[config.mk]
export PLATFORM = sky130hd
export DESIGN_NAME = case_eq_sequencer
export DESIGN_NICKNAME = d
export VERILOG_FILES = /design/src/rtl/case_eq_pkg.sv /design/src/rtl/case_eq_misr.sv /design/src/rtl/case_eq_sequencer.sv
export SDC_FILE = /design/constraint.sdc
export NUM_CORES = 1
export LEC_CHECK = 0
export BUFFER_PORTS_ARGS = -buffer_cell sky130_fd_sc_hd__buf_2
export CORE_MARGIN = 5
export CORE_UTILIZATION = 35
export CTS_BUF_LIST = sky130_fd_sc_hd__clkbuf_16
export CTS_CLUSTER_DIAMETER = 40
export CTS_CLUSTER_SIZE = 10
export DETAILED_ROUTE_END_ITERATION = 8
export MAX_ROUTING_LAYER = met4
export PLACE_DENSITY_LB_ADDON = 0.1
export SLEW_MARGIN = 40
export SYNTH_ARGS = -nofsm -noshare
export SYNTH_HDL_FRONTEND = slang
export SYNTH_HIERARCHICAL = 1
export SYNTH_SLANG_ARGS = --single-unit
[constraint.sdc]
create_clock -name clk -period 3 [get_ports clk]
set_clock_uncertainty 0.15 [all_clocks]
set_input_delay 0.3 -clock clk [delete_from_list [all_inputs] [get_ports clk]]
set_output_delay 0.3 -clock clk [all_outputs]
set_load 0.01 [all_outputs]
[src/rtl/case_eq_pkg.sv]
// Shared types and default constants for the case-block equivalence sequencer.
// Latency: n/a (declarations only).
// Backpressure: n/a.
package case_eq_pkg;

   // Sweep controller states
   typedef enum logic [1:0] {
      IDLE = 2'd0,
      WAIT = 2'd1,
      DONE = 2'd2
   } state_t;

   // Default geometry of the compared case block and its signature register
   localparam int N_IN_DEF  = 10;
   localparam int N_OUT_DEF = 5;
   localparam int SIG_W_DEF = 16;

   // CRC-16-CCITT style feedback, seeded at zero
   localparam logic [15:0] MISR_POLY_DEF = 16'h1021;
   localparam logic [15:0] MISR_SEED_DEF = 16'h0000;

endpackage

[src/rtl/case_eq_misr.sv]
// Multiple-input signature register compressing the reference outputs of a sweep.
// Latency: one cycle from an enabled sample to the updated signature; next value also offered combinationally.
// Backpressure: none; samples whenever en is high, load has priority over en.
module case_eq_misr
   import case_eq_pkg::*;
#(
   parameter int                N_OUT = N_OUT_DEF,
   parameter int                SIG_W = SIG_W_DEF,
   parameter logic [SIG_W-1:0]  POLY  = MISR_POLY_DEF,
   parameter logic [SIG_W-1:0]  SEED  = MISR_SEED_DEF
) (
   input  logic               clk,
   input  logic               rst,
   input  logic               load,
   input  logic               en,
   input  logic [N_OUT-1:0]   din,
   output logic [SIG_W-1:0]   sig,
   output logic [SIG_W-1:0]   sig_nxt
);

   logic [SIG_W-1:0] shifted;

   // Shift left, fold the dropped MSB back through the polynomial, then mix in the sample
   always_comb begin
      shifted = {sig[SIG_W-2:0], 1'b0};
      sig_nxt = shifted ^ (sig[SIG_W-1] ? POLY : '0) ^ SIG_W'(din);
   end

   // Signature register: seed on reset or load, advance on enabled samples
   always_ff @(posedge clk) begin
      if (rst || load) begin
         sig <= SEED;
      end else if (en) begin
         sig <= sig_nxt;
      end
   end

endmodule

[src/rtl/case_eq_sequencer.sv]
// Exhaustive input sweep comparing a reference and an optimised case-block netlist, with MISR of the reference.
// Latency: SETTLE_CYC+1 cycles per vector; done rises the cycle after the last vector is sampled.
// Backpressure: none; start ignored while sweeping, abort ends a sweep and returns to IDLE.
module case_eq_sequencer
   import case_eq_pkg::*;
#(
   parameter int                N_IN       = N_IN_DEF,
   parameter int                N_OUT      = N_OUT_DEF,
   parameter int                SETTLE_CYC = 0,
   parameter int                SIG_W      = SIG_W_DEF,
   parameter logic [SIG_W-1:0]  MISR_POLY  = MISR_POLY_DEF,
   parameter logic [SIG_W-1:0]  MISR_SEED  = MISR_SEED_DEF
) (
   input  logic               clk,
   input  logic               rst,
   input  logic               start,
   input  logic               abort,
   output logic [N_IN-1:0]    vec_o,
   input  logic [N_OUT-1:0]   ref_y_i,
   input  logic [N_OUT-1:0]   dut_y_i,
   input  logic [SIG_W-1:0]   golden_sig_i,
   input  logic               sig_chk_en_i,
   output logic               busy,
   output logic               done,
   output logic [N_IN:0]      mismatch_cnt,
   output logic [N_IN-1:0]    first_fail_vec,
   output logic               first_fail_valid,
   output logic [SIG_W-1:0]   signature,
   output logic               pass
);

   localparam logic [3:0]      SETTLE_L = 4'(SETTLE_CYC);
   localparam logic [N_IN-1:0] VEC_LAST = '1;
   localparam logic [N_IN-1:0] VEC_ONE  = N_IN'(1);
   localparam logic [N_IN:0]   CNT_ONE  = (N_IN+1)'(1);

   state_t            state, state_nxt;
   logic [3:0]        wcnt, wcnt_nxt;
   logic [N_IN-1:0]   vec_nxt;
   logic [N_IN:0]     cnt_nxt;
   logic [N_IN-1:0]   ffvec_nxt;
   logic              ffv_nxt;
   logic              pass_nxt;
   logic              misr_load;
   logic              misr_en;
   logic              miscompare;
   logic [SIG_W-1:0]  sig_nxt;

   case_eq_misr #(
      .N_OUT (N_OUT),
      .SIG_W (SIG_W),
      .POLY  (MISR_POLY),
      .SEED  (MISR_SEED)
   ) u_misr (
      .clk     (clk),
      .rst     (rst),
      .load    (misr_load),
      .en      (misr_en),
      .din     (ref_y_i),
      .sig     (signature),
      .sig_nxt (sig_nxt)
   );

   assign busy       = (state == WAIT);
   assign done       = (state == DONE);
   assign miscompare = (ref_y_i != dut_y_i);

   // Next-state and next-result computation; sampling happens when the settle count reaches zero
   always_comb begin
      state_nxt = state;
      wcnt_nxt  = wcnt;
      vec_nxt   = vec_o;
      cnt_nxt   = mismatch_cnt;
      ffvec_nxt = first_fail_vec;
      ffv_nxt   = first_fail_valid;
      pass_nxt  = 1'b0;
      misr_load = 1'b0;
      misr_en   = 1'b0;
      case (state)
         IDLE, DONE: begin
            if (start) begin
               state_nxt = WAIT;
               vec_nxt   = '0;
               wcnt_nxt  = SETTLE_L;
               cnt_nxt   = '0;
               ffvec_nxt = '0;
               ffv_nxt   = 1'b0;
               misr_load = 1'b1;
            end else if (state == DONE) begin
               // Re-evaluated every cycle so golden/enable changes are reflected
               pass_nxt = (mismatch_cnt == '0) &&
                          (!sig_chk_en_i || (signature == golden_sig_i));
            end
         end
         WAIT: begin
            if (abort) begin
               state_nxt = IDLE;
               vec_nxt   = '0;
               wcnt_nxt  = '0;
            end else if (wcnt != 4'd0) begin
               wcnt_nxt = wcnt - 4'd1;
            end else begin
               misr_en = 1'b1;
               if (miscompare) begin
                  cnt_nxt = mismatch_cnt + CNT_ONE;
                  if (!first_fail_valid) begin
                     ffvec_nxt = vec_o;
                     ffv_nxt   = 1'b1;
                  end
               end
               if (vec_o == VEC_LAST) begin
                  // Vector holds at all-ones; pass uses this cycle's final results
                  state_nxt = DONE;
                  pass_nxt  = (cnt_nxt == '0) &&
                              (!sig_chk_en_i || (sig_nxt == golden_sig_i));
               end else begin
                  vec_nxt  = vec_o + VEC_ONE;
                  wcnt_nxt = SETTLE_L;
               end
            end
         end
         default: begin
            state_nxt = IDLE;
         end
      endcase
   end

   // State and result registers with synchronous reset
   always_ff @(posedge clk) begin
      if (rst) begin
         state            <= IDLE;
         wcnt             <= '0;
         vec_o            <= '0;
         mismatch_cnt     <= '0;
         first_fail_vec   <= '0;
         first_fail_valid <= 1'b0;
         pass             <= 1'b0;
      end else begin
         state            <= state_nxt;
         wcnt             <= wcnt_nxt;
         vec_o            <= vec_nxt;
         mismatch_cnt     <= cnt_nxt;
         first_fail_vec   <= ffvec_nxt;
         first_fail_valid <= ffv_nxt;
         pass             <= pass_nxt;
      end
   end

endmodule

# [Word level (Yosys, flattened, before mapping)]
# Cells that the tools add are included.
[classes] add_sub_neg=3 eq_ne=15 muxes=45 bitwise_logic=2 n_reduce_logical=18
[op_table] cell="10-bit 2-to-1 mux" count=8
[op_table] cell="11-bit 2-to-1 mux" count=7
[op_table] cell="10-bit one-hot mux with 2 select lines" count=2
[op_table] cell="16-bit equality test" count=2
[op_table] cell="11-bit zero test" count=2
[op_table] cell="11-bit one-hot mux with 2 select lines" count=1
[op_table] cell="4-bit 2-to-1 mux" count=4
[op_table] cell="16-bit XOR" count=1
[op_table] cell="16-bit by 5-bit XOR with 16-bit output" count=1
[op_table] cell="1-bit 2-to-1 mux" count=14
[op_table] cell="13-bit 2-to-1 mux" count=1
[op_table] cell="11-bit by 1-bit adder with 11-bit output, second input constant" count=1
[op_table] cell="10-bit by 1-bit adder with 10-bit output, second input constant" count=1
[op_table] cell="10-bit equality test, second input constant" count=1
[op_table] cell="2-bit 2-to-1 mux" count=4
[op_table] cell="2-bit inequality test, second input constant" count=4
[op_table] cell="4-bit one-hot mux with 2 select lines" count=1
[op_table] cell="4-bit AND reduction" count=2
[op_table] cell="3-bit inequality test, second input constant" count=2
[op_table] cell="3-bit AND reduction" count=2
[op_table] cell="6-bit AND reduction" count=1
[op_table] cell="5-bit inequality test" count=1
[op_table] cell="5-bit AND reduction" count=1
[op_table] cell="4-bit inequality test, second input constant" count=1
[op_table] cell="14 further kinds" count=18
[totals] ff_bits=55 inputBits=31 output_inout_bits=51 wordCells=91

# [Logic depth before layout (Yosys ltp)]
[depth] depth_word=11 depth_mapped=10

# [Cells and area by module]
# Netlist, hierarchy kept.
[modules_own_cells] module="case_eq_sequencer" instances=1 cells_per_inst=292 area_per_inst_um2=2434.8 seq_area_each_um2=780.7
[modules_own_cells] module="case_eq_misr" instances=1 cells_per_inst=77 area_per_inst_um2=729.4 seq_area_each_um2=320.3

# [Least setup slack after synthesis]
# Ideal clock, no wire load.
[synth_timing] path_kind="register -> register" startpoint="register u_misr.sig[15]" endpoint="register pass" setup_time_ns=0.096 arrival_ns=2.032 required_time_ns=2.754 path_slack_ns=0.722 path_stages_with_launch=9 synth_period_minus_slack_ns=2.278 cell_sequence="dfxtp_1 xnor2_1 inv_1 xor2_1 nor4_1 nand4_1 a2111oi_2 o211ai_1 o41ai_2"
[synth_between] elab_chain_len=10
[synth_rtl] item="start, declared" line_no="case_eq_misr.sv:17" source="output logic [SIG_W-1:0] sig,"
[synth_rtl] item="start signal, assigned" line_no="case_eq_misr.sv:34" source="sig <= sig_nxt;"
[synth_rtl] item="13-bit 2-to-1 mux" line_no="case_eq_misr.sv:26" source="sig_nxt = shifted ^ (sig[SIG_W-1] ? POLY : '0) ^ SIG_W'(din);"
[synth_rtl] item="16-bit XOR" line_no="case_eq_misr.sv:26"
[synth_rtl] item="16-bit by 5-bit XOR with 16-bit output" line_no="case_eq_misr.sv:26"
[synth_rtl] item="via sig_nxt[12]" line_no="case_eq_sequencer.sv:47" source="logic [SIG_W-1:0] sig_nxt;"
[synth_rtl] item="16-bit equality test" line_no="case_eq_sequencer.sv:115" source="(!sig_chk_en_i || (sig_nxt == golden_sig_i));"
[synth_rtl] item="1-bit logical OR" line_no="case_eq_sequencer.sv:115"
[synth_rtl] item="1-bit logical AND" line_no="case_eq_sequencer.sv:114" source="pass_nxt = (cnt_nxt == '0) &&"
[synth_rtl] item="1-bit 2-to-1 mux" line_no="case_eq_sequencer.sv:111" source="if (vec_o == VEC_LAST) begin"
[synth_rtl] item="1-bit 2-to-1 mux" line_no="case_eq_sequencer.sv:100" source="end else if (wcnt != 4'd0) begin"
[synth_rtl] item="1-bit 2-to-1 mux" line_no="case_eq_sequencer.sv:96" source="if (abort) begin"
[synth_rtl] item="1-bit one-hot mux with 2 select lines" line_no="case_eq_sequencer.sv:79" source="case (state)"
[synth_rtl] item="end signal, assigned" line_no="case_eq_sequencer.sv:145" source="pass <= pass_nxt;"
[synth_rtl] item="end, declared" line_no="case_eq_sequencer.sv:29" source="output logic pass"
# The timed path passes the listed nets, and every way through them passes these cells.
# A chain may end at the register's enable or synchronous reset.

# [Final worst setup path]
# Ends and elaborated chain as after synthesis.

==> results.py <==
metrics = {
    "grt": {
        "grt.total_usage_pct": 15.4,
        "antenna_found_initial": 0,
        "grt_overflow": 0,
        "first_global_vias": 2781,
        "grt_max_degree": 27,
        "grt_pass1_wl_um": 14000,
    },
    "place": {
        "io_buffers": 81,
        "pre_cts_slack_ns": 0.550,
        "hpwl_um": 6280,
        "gp_congestion": 0.854,
    },
    "timing": {
        "slew_headroom_pct": 55.4,
        "post-route-period-util_pct": 82.2,
        "max_freq_mhz": 405,
        "worst_pin_slew_ns": 0.664,
        "finalHoldViolations": 0,
        "rsz0062_at_grt": "no",
        "fin_ws_ns": 0.533,
        "setup_tns_ns": 0,
        "period_needed_ns": 2.47,
        "slew_viol_final": 0,
        "setup_viol": 0,
    },
    "die": {
        "dieHeight_um": 105,
        "core_um2": 8760,
        "fp.dieW_um": 105,
        "dieArea_um2": 11000,
        "io_pins": 82,
        "rows": 34,
        "initial_core_util_pct": 36.1,
    },
    "synth": {
        "syn_avg_cell_area_um2": 8.58,
        "ys.flop_type": "dfxtp_1",
        "yosysWarnings": 6,
        "synth.distinct_cells": 55,
        "synth_nets": 405,
        "ys_ff_latch": 55,
        "syn_inst": 369,
        "netlist_area_um2": 3160,
        "synth-edff-count": 0,
        "synth_async_sr_flop_share_pct": 0,
        "yosysSeqAreaShare_pct": 34.8,
    },
    "clock_tree": {
        "postCtsSetupRepairBufs": 0,
        "clk-insertion-delay-late_ns": 0.29,
        "post_cts_hold_buffer_count": 0,
        "clockBufferDepth": 2,
        "root_buffer": "clkbuf_16",
        "cts_tree": "done",
        "cts.clk_slew.worst_paths_ns": 0.07,
        "cts_max_level": 2,
        "clock_sinks": 55,
        "cts_inserted_buffers": 5,
        "cts-resized-gates": 0,
    },
    "drt": {
        "drcViolationCount": 0,
        "viasPerCell": 5.18,
        "wl_um": 8230,
        "final_antenna_net_count": 0,
        "num_vias": 2810,
        "wire_per_inst_um": 15.2,
        "drt_iter0_drc": 114,
        "drt_first_pass_iters": 4,
    },
    "critical_path": {
        "crit_type": "flop to flop",
        "crit_fanout": 6,
        "cp.arrival_ns": 2.51,
        "path_cells": "xnor2_1 -> inv_1 -> xor2_1 -> nor4_1 -> nand4_1 -> a2111oi_2 -> o211ai_1 -> o41ai_2",
        "crit_path_start_kind": "flop",
        "r2r_cells": 8,
        "cpPeakStageDelay_ns": 0.48,
        "cp.required_ns": 3.05,
        "cp-end-kind": "flop",
        "cp_slowest_cell": "dfxtp_1",
    },
    "worst_hold_path": {
        "min_path_cells": 4,
        "hold_path.class": "input port to flop",
    },
    "layout": {
        "n_antenna_cell": 0,
        "syn2layout_area_growth_pct": 18.1,
        "nets": 469,
        "drive_above_1_share_pct": 24.7,
        "fillers": 941,
    },
    "power_and_ir_drop": {
        "ir_drop_mv": 0.224,
        "p_leak_nw": 1.53,
        "power_density_nw_per_um2": 442,
    },
    "run": {
        "maxCapViolations": 0,
    },
    "status": {
        "status": "complete, no violations",
    },
}
[registers in the layout, indices dropped and copies added (netlist names)]
signal	count
first_fail_valid	1
first_fail_vec	10
mismatch_cnt	11
pass	1
state	2
u_misr/sig	16
vec_o	10
wcnt	4
[logic make-up (layout without fill, tap and decap cells)]
family | Yosys count | in the layout | share of synthesized area [%]
flops | 55 | 55 | 34.8
simple gates | 125 | 125 | 21.3
xor+xnor | 56 | 56 | 15.5
compound gates | 74 | 74 | 16.1
mux | 10 | 10 | 3.16
buf+inv | 44 | 109 | 7.16
fa+ha+maj | 5 | 5 | 1.98
[area by class of cell]
cell class | instances | area [um2] | share of cell area [%]
clock buffers | 5 | 125 | 3.35
clock inverters | 3 | 43.8 | 1.17
inverters | 16 | 61.3 | 1.64
multi-input cells | 270 | 1840 | 49.1
flip-flops and latches | 55 | 1100 | 29.5
well taps | 108 | 135 | 3.61
repair buffers | 85 | 435 | 11.6
[worst paths after layout]
path,from,endpoint,slack [ns]
setup / recovery,u_misr/sig[15]$_SDFFE_PP0P_,pass$_SDFF_PP0_,0.53
hold / removal,start,pass$_SDFF_PP0_,0.21
setup reg to reg,u_misr/sig[15]$_SDFFE_PP0P_,pass$_SDFF_PP0_,0.53
hold reg to reg,first_fail_vec[6]$_SDFFE_PP0P_,first_fail_vec[6]$_SDFFE_PP0P_,0.35
[synthesized netlist by cell type (2+ instances only)]
library cell,number,share of area [%]
a211oi_1,9,2.1
a21o_1,3,0.71
a22oi_1,11,2.6
nor2_1,47,5.6
o21ai_0,9,1.4
nor3_1,9,1.4
nor4_1,10,2.0
buf_2,6,0.95
nor2b_1,4,0.79
dfxtp_1,55,35
a311oi_1,3,0.83
buf_4,10,2.4
mux2i_1,10,3.2
inv_1,14,1.7
xnor2_1,32,8.9
nor3b_4,2,1.2
xor2_1,24,6.6
nand2b_1,2,0.40
buf_6,2,0.71
nand4_1,11,2.2
and3_1,2,0.40
a41oi_1,3,0.83
nand2_1,16,1.9
clkbuf_1,10,1.2
or3_1,3,0.59
a31oi_1,3,0.59
a21oi_1,20,3.2
nand3_1,8,1.3
ha_1,5,2.0
[report_power, final]
part           total [mW]  internal (mW)  leakage [nW]  switching (mW)
Clock               0.664          0.394        0.0838           0.269
Combinational       0.232         0.0909          1.00           0.142
Sequential          0.755          0.741         0.444          0.0145
[placed cells by master (no fill, tap or decap), types with 9 or more instances in the layout]
cell type  count
nand4_1       11
a211oi_1       9
mux2i_1       10
a21oi_1       20
xnor2_1       32
dfxtp_1       55
nor2_1        47
xor2_1        24
nor4_1        10
a22oi_1       11
o21ai_0        9
nand2_1       16
nor3_1         9
inv_1         14
buf_2         81
[per-layer routing]
layer | track usage, % | share of wire (%)
met5 | - | 0
met4 | 3.65 | 0.84
met3 | 3.64 | 7.4
met2 | 24.2 | 45
met1 | 20.0 | 47
[critical path: cells and delay by family, from the launching register on]
kind / cells / cell delay, ns
AO/OA/AOI/OAI: 3 / 0.89
XOR/XNOR: 2 / 0.37
buffers and inverters: 1 / 0.09
flip-flops: 1 / 0.48
AND/OR/NAND/NOR: 2 / 0.39
[through the flow]
step | power, mW | area [um2] | utilization, % | hold WS (ns) | instances
3_5_place_dp | 1.01 | 3570 | 40.7 | 0.332 | 534
3_3_place_gp | 1.01 | 3570 | 40.7 | 0.324 | 534
4_1_cts | 1.68 | 3740 | 42.7 | 0.214 | 542
2_1_floorplan | 0.932 | 3160 | - | 0.331 | 369
5_1_grt | 1.73 | 3740 | 42.7 | 0.235 | 542
6_report | 1.65 | 3740 | 42.7 | 0.208 | 542
Power figures use the tool's default switching activity.
